`src/rtl/xbar_pkg.sv`:
```
// Shared definitions for the crossbar slave-port arbiter.
//   NUM_MASTERS_DEF : default number of requesting masters
//   idx_w()         : width of a master index (at least 1 bit)
//   arb_state_e     : arbiter FSM states
package xbar_pkg;

  localparam int NUM_MASTERS_DEF = 2;

  function automatic int idx_w(input int n);
    return (n > 1) ? $clog2(n) : 1;
  endfunction

  typedef enum logic {
    IDLE  = 1'b0,
    GRANT = 1'b1
  } arb_state_e;

endpackage

```
`src/rtl/rr_picker.sv`:
```
// Combinational round-robin picker.
// The search starts one past `last` (wrapping) so the previous winner has the
// lowest priority. The request vector is duplicated to double width and
// shifted right by the start index; the lowest set bit of the low half is the
// winner relative to `start`, which is then mapped back to an absolute index.
// Ports:
//   req     in  N     request vector
//   last    in  IW    index of the previous winner
//   win     out N     one-hot winner (zero when no request)
//   win_idx out IW    index of the winner (zero when no request)
//   any     out 1     at least one request present
module rr_picker
  import xbar_pkg::*;
#(
  parameter  int N  = NUM_MASTERS_DEF,
  localparam int IW = idx_w(N)
) (
  input  logic [N-1:0]  req,
  input  logic [IW-1:0] last,
  output logic [N-1:0]  win,
  output logic [IW-1:0] win_idx,
  output logic          any
);

  logic [2*N-1:0] dbl;
  logic [2*N-1:0] rot;
  logic [IW-1:0]  start;
  logic [IW:0]    sum;

  always_comb begin
    start = (last == IW'(N - 1)) ? '0 : last + 1'b1;
    dbl   = {req, req};
    rot   = dbl >> start;
    sum   = '0;
    any   = |req;
    // Walk downward so the lowest set bit (highest priority) is written last.
    for (int i = N - 1; i >= 0; i--) begin
      if (rot[i]) begin
        sum = {1'b0, start} + (IW + 1)'(i);
      end
    end
    if (sum >= (IW + 1)'(N)) begin
      sum = sum - (IW + 1)'(N);
    end
    win_idx = sum[IW-1:0];
    win     = any ? ({{(N - 1){1'b0}}, 1'b1} << win_idx) : '0;
  end

endmodule

```
`src/rtl/xbar_slave_arbiter.sv`:
```
// Per-slave-port arbiter: shares one slave port between NUM_MASTERS masters.
// Round-robin grant, held for a whole transaction until the slave acks, the
// holder withdraws its request, or a timeout expires.
//
// Handshake: req_i[m] is a level held by master m for the whole transaction;
// the slave ends it with a single-cycle ack_i pulse. A grant is only ever
// released on ack_i, on the holder dropping req_i, or on timeout; on release
// the next winner is chosen in the same cycle, so there is no idle bubble.
//
// Ports:
//   clk          in   1            rising-edge clock
//   rst_n        in   1            asynchronous active-low reset
//   req_i        in   NUM_MASTERS  per-master request level
//   ack_i        in   1            slave ack pulse ending the transaction
//   grant_o      out  NUM_MASTERS  registered one-hot grant
//   grant_idx_o  out  IDX_W        index of the granted master (valid when busy_o)
//   busy_o       out  1            a grant is active
//   timeout_o    out  1            one-cycle pulse: grant released by timeout
module xbar_slave_arbiter
  import xbar_pkg::*;
#(
  parameter  int NUM_MASTERS = NUM_MASTERS_DEF,
  parameter  int TIMEOUT_CYC = 255,
  parameter  int CNT_W       = 8,
  localparam int IDX_W       = idx_w(NUM_MASTERS)
) (
  input  logic                   clk,
  input  logic                   rst_n,
  input  logic [NUM_MASTERS-1:0] req_i,
  input  logic                   ack_i,
  output logic [NUM_MASTERS-1:0] grant_o,
  output logic [IDX_W-1:0]       grant_idx_o,
  output logic                   busy_o,
  output logic                   timeout_o
);

  localparam bit              TO_EN   = (TIMEOUT_CYC != 0);
  localparam logic [CNT_W-1:0] TO_LAST = CNT_W'((TIMEOUT_CYC > 0) ? TIMEOUT_CYC - 1 : 0);

  arb_state_e             state_q, state_d;
  logic [NUM_MASTERS-1:0] grant_q, grant_d;
  logic [IDX_W-1:0]       idx_q, idx_d;
  logic [IDX_W-1:0]       last_q, last_d;
  logic [CNT_W-1:0]       cnt_q, cnt_d;
  logic                   tout_q, tout_d;

  logic [NUM_MASTERS-1:0] pick_win;
  logic [IDX_W-1:0]       pick_idx;
  logic                   pick_any;
  logic                   holder_req;
  logic                   at_limit;
  logic                   release_c;

  // last_q always equals the current holder while in GRANT, so one picker
  // serves both the idle pick and the re-arbitration on release.
  rr_picker #(.N(NUM_MASTERS)) u_picker (
    .req     (req_i),
    .last    (last_q),
    .win     (pick_win),
    .win_idx (pick_idx),
    .any     (pick_any)
  );

  assign holder_req = req_i[idx_q];
  assign at_limit   = TO_EN && (cnt_q == TO_LAST);
  assign release_c  = ack_i || !holder_req || at_limit;

  always_ff @(posedge clk or negedge rst_n) begin
    if (!rst_n) begin
      state_q <= IDLE;
      grant_q <= '0;
      idx_q   <= '0;
      last_q  <= IDX_W'(NUM_MASTERS - 1);
      cnt_q   <= '0;
      tout_q  <= 1'b0;
    end else begin
      state_q <= state_d;
      grant_q <= grant_d;
      idx_q   <= idx_d;
      last_q  <= last_d;
      cnt_q   <= cnt_d;
      tout_q  <= tout_d;
    end
  end

  always_comb begin
    state_d = state_q;
    grant_d = grant_q;
    idx_d   = idx_q;
    last_d  = last_q;
    cnt_d   = cnt_q;
    tout_d  = 1'b0;
    case (state_q)
      IDLE: begin
        cnt_d = '0;
        if (pick_any) begin
          state_d = GRANT;
          grant_d = pick_win;
          idx_d   = pick_idx;
          last_d  = pick_idx;
        end
      end
      GRANT: begin
        if (release_c) begin
          // Timeout is only reported when it is the sole reason for release.
          tout_d = at_limit && !ack_i && holder_req;
          cnt_d  = '0;
          if (pick_any) begin
            grant_d = pick_win;
            idx_d   = pick_idx;
            last_d  = pick_idx;
          end else begin
            state_d = IDLE;
            grant_d = '0;
          end
        end else if (TO_EN) begin
          cnt_d = cnt_q + 1'b1;
        end
      end
      default: begin
        state_d = IDLE;
        grant_d = '0;
      end
    endcase
  end

  assign grant_o     = grant_q;
  assign grant_idx_o = idx_q;
  assign busy_o      = |grant_q;
  assign timeout_o   = tout_q;

  a_onehot: assert property (@(posedge clk) disable iff (!rst_n) $onehot0(grant_q));
  a_busy:   assert property (@(posedge clk) disable iff (!rst_n) busy_o == (state_q == GRANT));
  a_idx:    assert property (@(posedge clk) disable iff (!rst_n) busy_o |-> grant_q[idx_q]);
  a_hold:   assert property (@(posedge clk) disable iff (!rst_n)
                             (state_q == GRANT && !release_c) |=> $stable(grant_q));

endmodule

```
`config.mk`:
```
export PLATFORM = sky130hd
export DESIGN_NAME = xbar_slave_arbiter
export DESIGN_NICKNAME = d
export VERILOG_FILES = /design/src/rtl/xbar_pkg.sv /design/src/rtl/rr_picker.sv /design/src/rtl/xbar_slave_arbiter.sv
export SDC_FILE = /design/constraint.sdc
export NUM_CORES = 1
export LEC_CHECK = 0
export CORE_MARGIN = 1
export CORE_UTILIZATION = 25
export CTS_BUF_LIST = sky130_fd_sc_hd__clkbuf_16
export DETAILED_ROUTE_END_ITERATION = 12
export GPL_TIMING_DRIVEN = 0
export HOLD_SLACK_MARGIN = 0.08
export SKIP_LAST_GASP = 1
export SLEW_MARGIN = 25
export SYNTH_ARGS = -nofsm -noshare
export SYNTH_HDL_FRONTEND = slang
export SYNTH_SLANG_ARGS = --single-unit
```
`constraint.sdc`:
```
create_clock -name clk -period 2.26 [get_ports clk]
set_input_delay 0.226 -clock clk [delete_from_list [all_inputs] [get_ports clk]]
set_output_delay 0.226 -clock clk [all_outputs]
set_load 0.02 [all_outputs]
```
Word level (Yosys, flattened, before mapping) --
Index checks and enable logic that the tools add are counted.
Cells by class: order comparisons 2, bitwise logic cells 1, add/sub/neg operators 4, shift-type cells 2, eq/ne operators 3, multiplexer cells 23, reductions and logical operators 9
Operators with widths (number):
- 8-bit one-hot mux with 2 select lines | 1
- 1-bit 2-to-1 mux | 12
- 2-bit 2-to-1 mux | 5
- 8-bit by 1-bit adder with 8-bit output (second input constant) | 1
- 8-bit equality test (second input constant) | 1
- 8-bit 2-to-1 mux | 1
- 1-bit one-hot mux with 2 select lines | 3
- 2-bit one-hot mux with 2 select lines | 1
- 2-bit OR reduction | 2
- 4-bit by 1-bit right shift with 2-bit output | 1
- 1-bit by 1-bit adder with 2-bit output (second input constant) | 1
- 2-bit greater-or-equal comparator (second input constant) | 1
- 1-bit logical AND | 2
- 1-bit zero test | 2
- 1-bit logical OR | 2
- 1-bit by 2-bit < comparator with 1-bit output (second input constant) | 1
- 2-bit by 1-bit inequality test with 1-bit output (second input constant) | 1
- 2-bit inequality test (second input constant) | 1
- 2-bit AND reduction | 1
- 1-bit by 1-bit left shift with 2-bit output (first input constant) | 1
- 1-bit adder (second input constant) | 1
- 1-bit inverter | 1
- 1-bit subtractor (second input constant) | 1
Storage, ports and cells: logic and storage cells 50, output and inout bits 5, register bits after elaboration 14

Longest topological paths before layout --
word-level depth 11, gate-level depth with buffers 6

By module --
A second synthesis with hierarchy kept.
Unflattened totals: cell total of the unflattened synthesis 70, area total of the unflattened synthesis 711.9 um2
By module, submodules not included:
- xbar_slave_arbiter | cells each 65, seq. area each 351.6 um2, times used 1, area each 679.4 um2
- rr_picker | cells each 5, seq. area each 0.0 um2, times used 1, area each 32.5 um2

Worst setup path before layout --
No wires, ideal clock.
kind register -> register, start register idx_q, in the netlist grant_idx_o, end register idx_q, in the netlist grant_idx_o, slack 0.811 ns, required time 2.174 ns, period minus slack after synthesis 1.449 ns, cell stages (with the launch flop) 6, arrival 1.363 ns, cells stage by stage dfrtp_1 > mux2_1 > nand3b_2 > or2_1 > buf_6 > a32oi_2
On the way: word-level cells in the longest chain between the ends 6, elaborated cells between the ends (all ways) 9, classes of those cells 1 x eq/ne; 5 x mux; 3 x reduce/logical
RTL lines:
- from (decl) | RTL line xbar_slave_arbiter.sv:42 | logic [IDX_W-1:0] idx_q, idx_d;
- from (signal assigned) | RTL line xbar_slave_arbiter.sv:79 | idx_q <= idx_d;
- 1-bit 2-to-1 mux (not written as such) (2 in series) | RTL line xbar_slave_arbiter.sv:64 | assign holder_req = req_i[idx_q];
- 1-bit zero test | RTL line xbar_slave_arbiter.sv:66 | assign release_c = ack_i || !holder_req || at_limit;
- 1-bit logical OR (2 in series) | RTL line xbar_slave_arbiter.sv:66
- 2-bit by 1-bit inequality test with 1-bit output (no source line)
Several ways; a longest one is shown, not always the timed one. The select of a mux whose other input is x is not followed. A chain may end at the register's enable or synchronous reset.

Final worst setup path --
start register grant_q[1], in the netlist grant_o[1], end output busy_o
On the way: word-level cells in the longest chain between the ends 1
RTL lines:
- from (decl) | RTL line xbar_slave_arbiter.sv:41 | logic [NUM_MASTERS-1:0] grant_q, grant_d;
- from (signal assigned) | RTL line xbar_slave_arbiter.sv:78 | grant_q <= grant_d;
- 2-bit OR reduction | RTL line xbar_slave_arbiter.sv:129 | assign busy_o = |grant_q;
- to (decl) | RTL line xbar_slave_arbiter.sv:33 | output logic busy_o,
Every way passes these cells.

==> results by group <==
Clocking
  – CTS Sinks: 14
  – Setup bufs post-CTS: 0
  – Hold-fix buffers, CTS: 0
  – Worst skew pair latency: 0.24 ns
  – CTS tree: done
  – CTS resizes: 0
  – Clock root cell: clkbuf_16
  – Inserted Clock Buffers: 3
  – H-tree Lvls: 1
  – Clock transition at the registers of the reported paths: 0.04 ns
  – Max Root-Sink Buffers: 2

Yosys
  – Post-synth top flop: dfrtp_1
  – Top-area cell type share of the netlist area: 48.1%
  – FF+latch count, synth: 14
  – Sequential area share after synthesis: 52.0%
  – Ys async rst share: 100%
  – Cell count after synthesis: 60
  – Avg Cell Area, Syn: 11.3 µm²
  – YS warnings: 0
  – Count leader, synth: dfrtp_1
  – EDFF count, synth: 0
  – Synth top cells by count: dfrtp_1, nor2_1, inv_1, xor2_1, nand3_1
  – Syn_nets: 67
  – Syn Std Cell Area: 676 µm²
  – Yosys top cell by area: dfrtp_1
  – Cell variety after synth: 27
  – Synth area leaders: dfrtp_1, xor2_1, nor2_1

Critical path
  – Critical R2R Capture: grant_idx_o
  – Stages on worst setup path: 2
  – Crit end category: output pin
  – Worst R2R Setup Slack: 0.72 ns
  – Crit-path cells: or2_2, clkdlybuf4s50_1
  – Worst path slowest cell: clkdlybuf4s50_1
  – CP delay by family, top: buffers and inverters
  – Worst-path maximum fanout: 3
  – Worst r2r src: cnt_q[0]
  – Crit path kind: flop to output pin
  – WP data required: 2.03 ns
  – Worst EP arrival: 1.46 ns
  – Max incr delay on CP: 0.54 ns
  – Reg2Reg Depth: 6
  – Worst setup SP type: flop
  – Buffer and inverter count on the worst path: 1

Placement
  – Placer Congestion: 0.693
  – Post-DP HPWL: 785 µm
  – Dpl cells: 99
  – Pre-CTS setup slack: 0.401 ns
  – DP Area: 803 µm²
  – # port buffers: 9

Layout
  – Fillers: 247
  – Nets: 81
  – Multi-input logic area: 294 µm²
  – FF/Latch Area: 352 µm²
  – Design Area, Final: 882 µm²
  – Antenna cell count: 0
  – Area delta synth->final: 30.6%
  – Ratio of cells with drive above 1 in the final layout: 16.4%
  – Non-Filler Instances: 103

STA
  – Final setup viols: 0
  – Pins Over Slew Limit: 0
  – Least-Margin Pin Slew: 0.610 ns
  – Fin crit share: 74.5%
  – Max-Slew Margin vs Limit: 59.2%
  – Final WS setup: 0.577 ns
  – Fmax: 594 MHz
  – Tmin final: 1.68 ns
  – Skew final: 0.00124 ns
  – RSZ-0062 raised after global routing: false
  – TNS Setup: 0 ns
  – Hold Vio Cnt, Final: 0

GRT
  – Total GRT Usage: 10.5%
  – Remaining global-route overflow: 0
  – Vias in the first global route: 454
  – First-pass GRT wire length: 2.01 mm
  – Initial antenna violation count: 0
  – Largest net degree at the start of global routing: 15

Floorplan
  – # IOs: 10
  – Core area: 2520 µm²
  – Floorplan row count: 18
  – Die height: 54.0 µm
  – Starting Density: 26.8%
  – Die W: 54.0 µm
  – Full die area: 2910 µm²

Route
  – Total Wirelength: 1.07 mm
  – Total vias in the final route: 452
  – Drt wl/cell: 10.3 µm
  – Post-route ant nets: 0
  – Detailed Routing Iterations Pass 1: 2
  – 1st-iter DRT viols: 2
  – DRC viols: 0
  – Vias per cell: 4.39

Pwr
  – Maximum vdd drop: 0.316 mV
  – LEAKAGE: 0.395 nW
  – Power per cell area: 823 nW/µm²

Status
  – Status: finished, final reports clean

Flow run
  – Max Cap Violations: 0

Min path
  – Min-delay worst type: input pin to asynchronous set/reset pin
[worst max path at each step]
| stage | from | end | slack [ns] |
|---|---|---|---|
| final | grant_o[1] | busy_o | 0.58 |
| after global routing | grant_o[1] | busy_o | 0.53 |
| after CTS | grant_o[1] | busy_o | 0.57 |
| after detailed placement | req_i[0] | grant_idx_o | 0.40 |
| after global placement | req_i[0] | grant_idx_o | 0.40 |
| after floorplan | grant_idx_o | grant_idx_o | 0.81 |
[metal layers]
metal	part of all wire [%]	vias to the layer above	track usage, %
met5	0	-	0
met4	2.4	0	11.5
met3	1.6	2	2.54
met2	49	2	14.6
met1	47	214	12.2
li1	-	234	-
[sequential cells by signal, indices dropped and copies added, names as in the netlist]
register,count
grant_idx_o,1
grant_o,2
last_q,1
state_q,1
cnt_q,8
timeout_o,1
[cells by family (layout without fill, tap and decap cells)]
logic type                 count (synthesis)  in the layout  synth area share, %
AOI/OAI and AO/OA                          8              8                 10.9
DFF                                       14             14                 52.0
muxes                                      1              1                 1.67
adders and majority gates                  2              2                 3.70
xor gates and xnor gates                   6              6                 7.78
and+or+nand+nor                           23             23                 19.4
buffers and inverters                      6             19                 4.44
[power breakdown]
group          switching [mW]  internal [mW]  leakage [nW]
sequential             0.0141          0.272         0.182
combinational          0.0564         0.0552         0.175
clock                  0.0949          0.233        0.0385
total                   0.165          0.560         0.395
[cell usage in the layout, fill, tap and decap left out, types with 2 or more instances in the layout]
master            n
nand3_1           3
nor2_1            8
nand2_1           2
inv_1             5
clkdlybuf4s50_1   9
xor2_1            5
clkbuf_16         3
and4_4            2
ha_1              2
dfrtp_1          13
or2_2             2
[stage by stage]
| step | utilization [%] | hold WS (ns) | power (mW) |
|---|---|---|---|
| 2_1_floorplan | - | -0.0696 | 0.353 |
| 3_3_place_gp | 31.8 | 0.500 | 0.402 |
| 3_5_place_dp | 31.8 | 0.503 | 0.403 |
| 4_1_cts | 35.0 | 0.398 | 0.739 |
| 5_1_grt | 35.0 | 0.451 | 0.764 |
| 6_report | 35.0 | 0.374 | 0.726 |
[area by class of cell]
| type | count | area share [%] |
|---|---|---|
| plain buffers | 1 | 1.28 |
| clock buffers | 3 | 8.51 |
| clock inverters | 1 | 0.426 |
| inverters | 5 | 2.13 |
| multi-input cells | 40 | 33.3 |
| flip-flops and latches | 14 | 39.9 |
| well taps | 30 | 4.26 |
| repair buffers | 9 | 10.2 |
No activity file was read; power rests on OpenSTA's default activity.
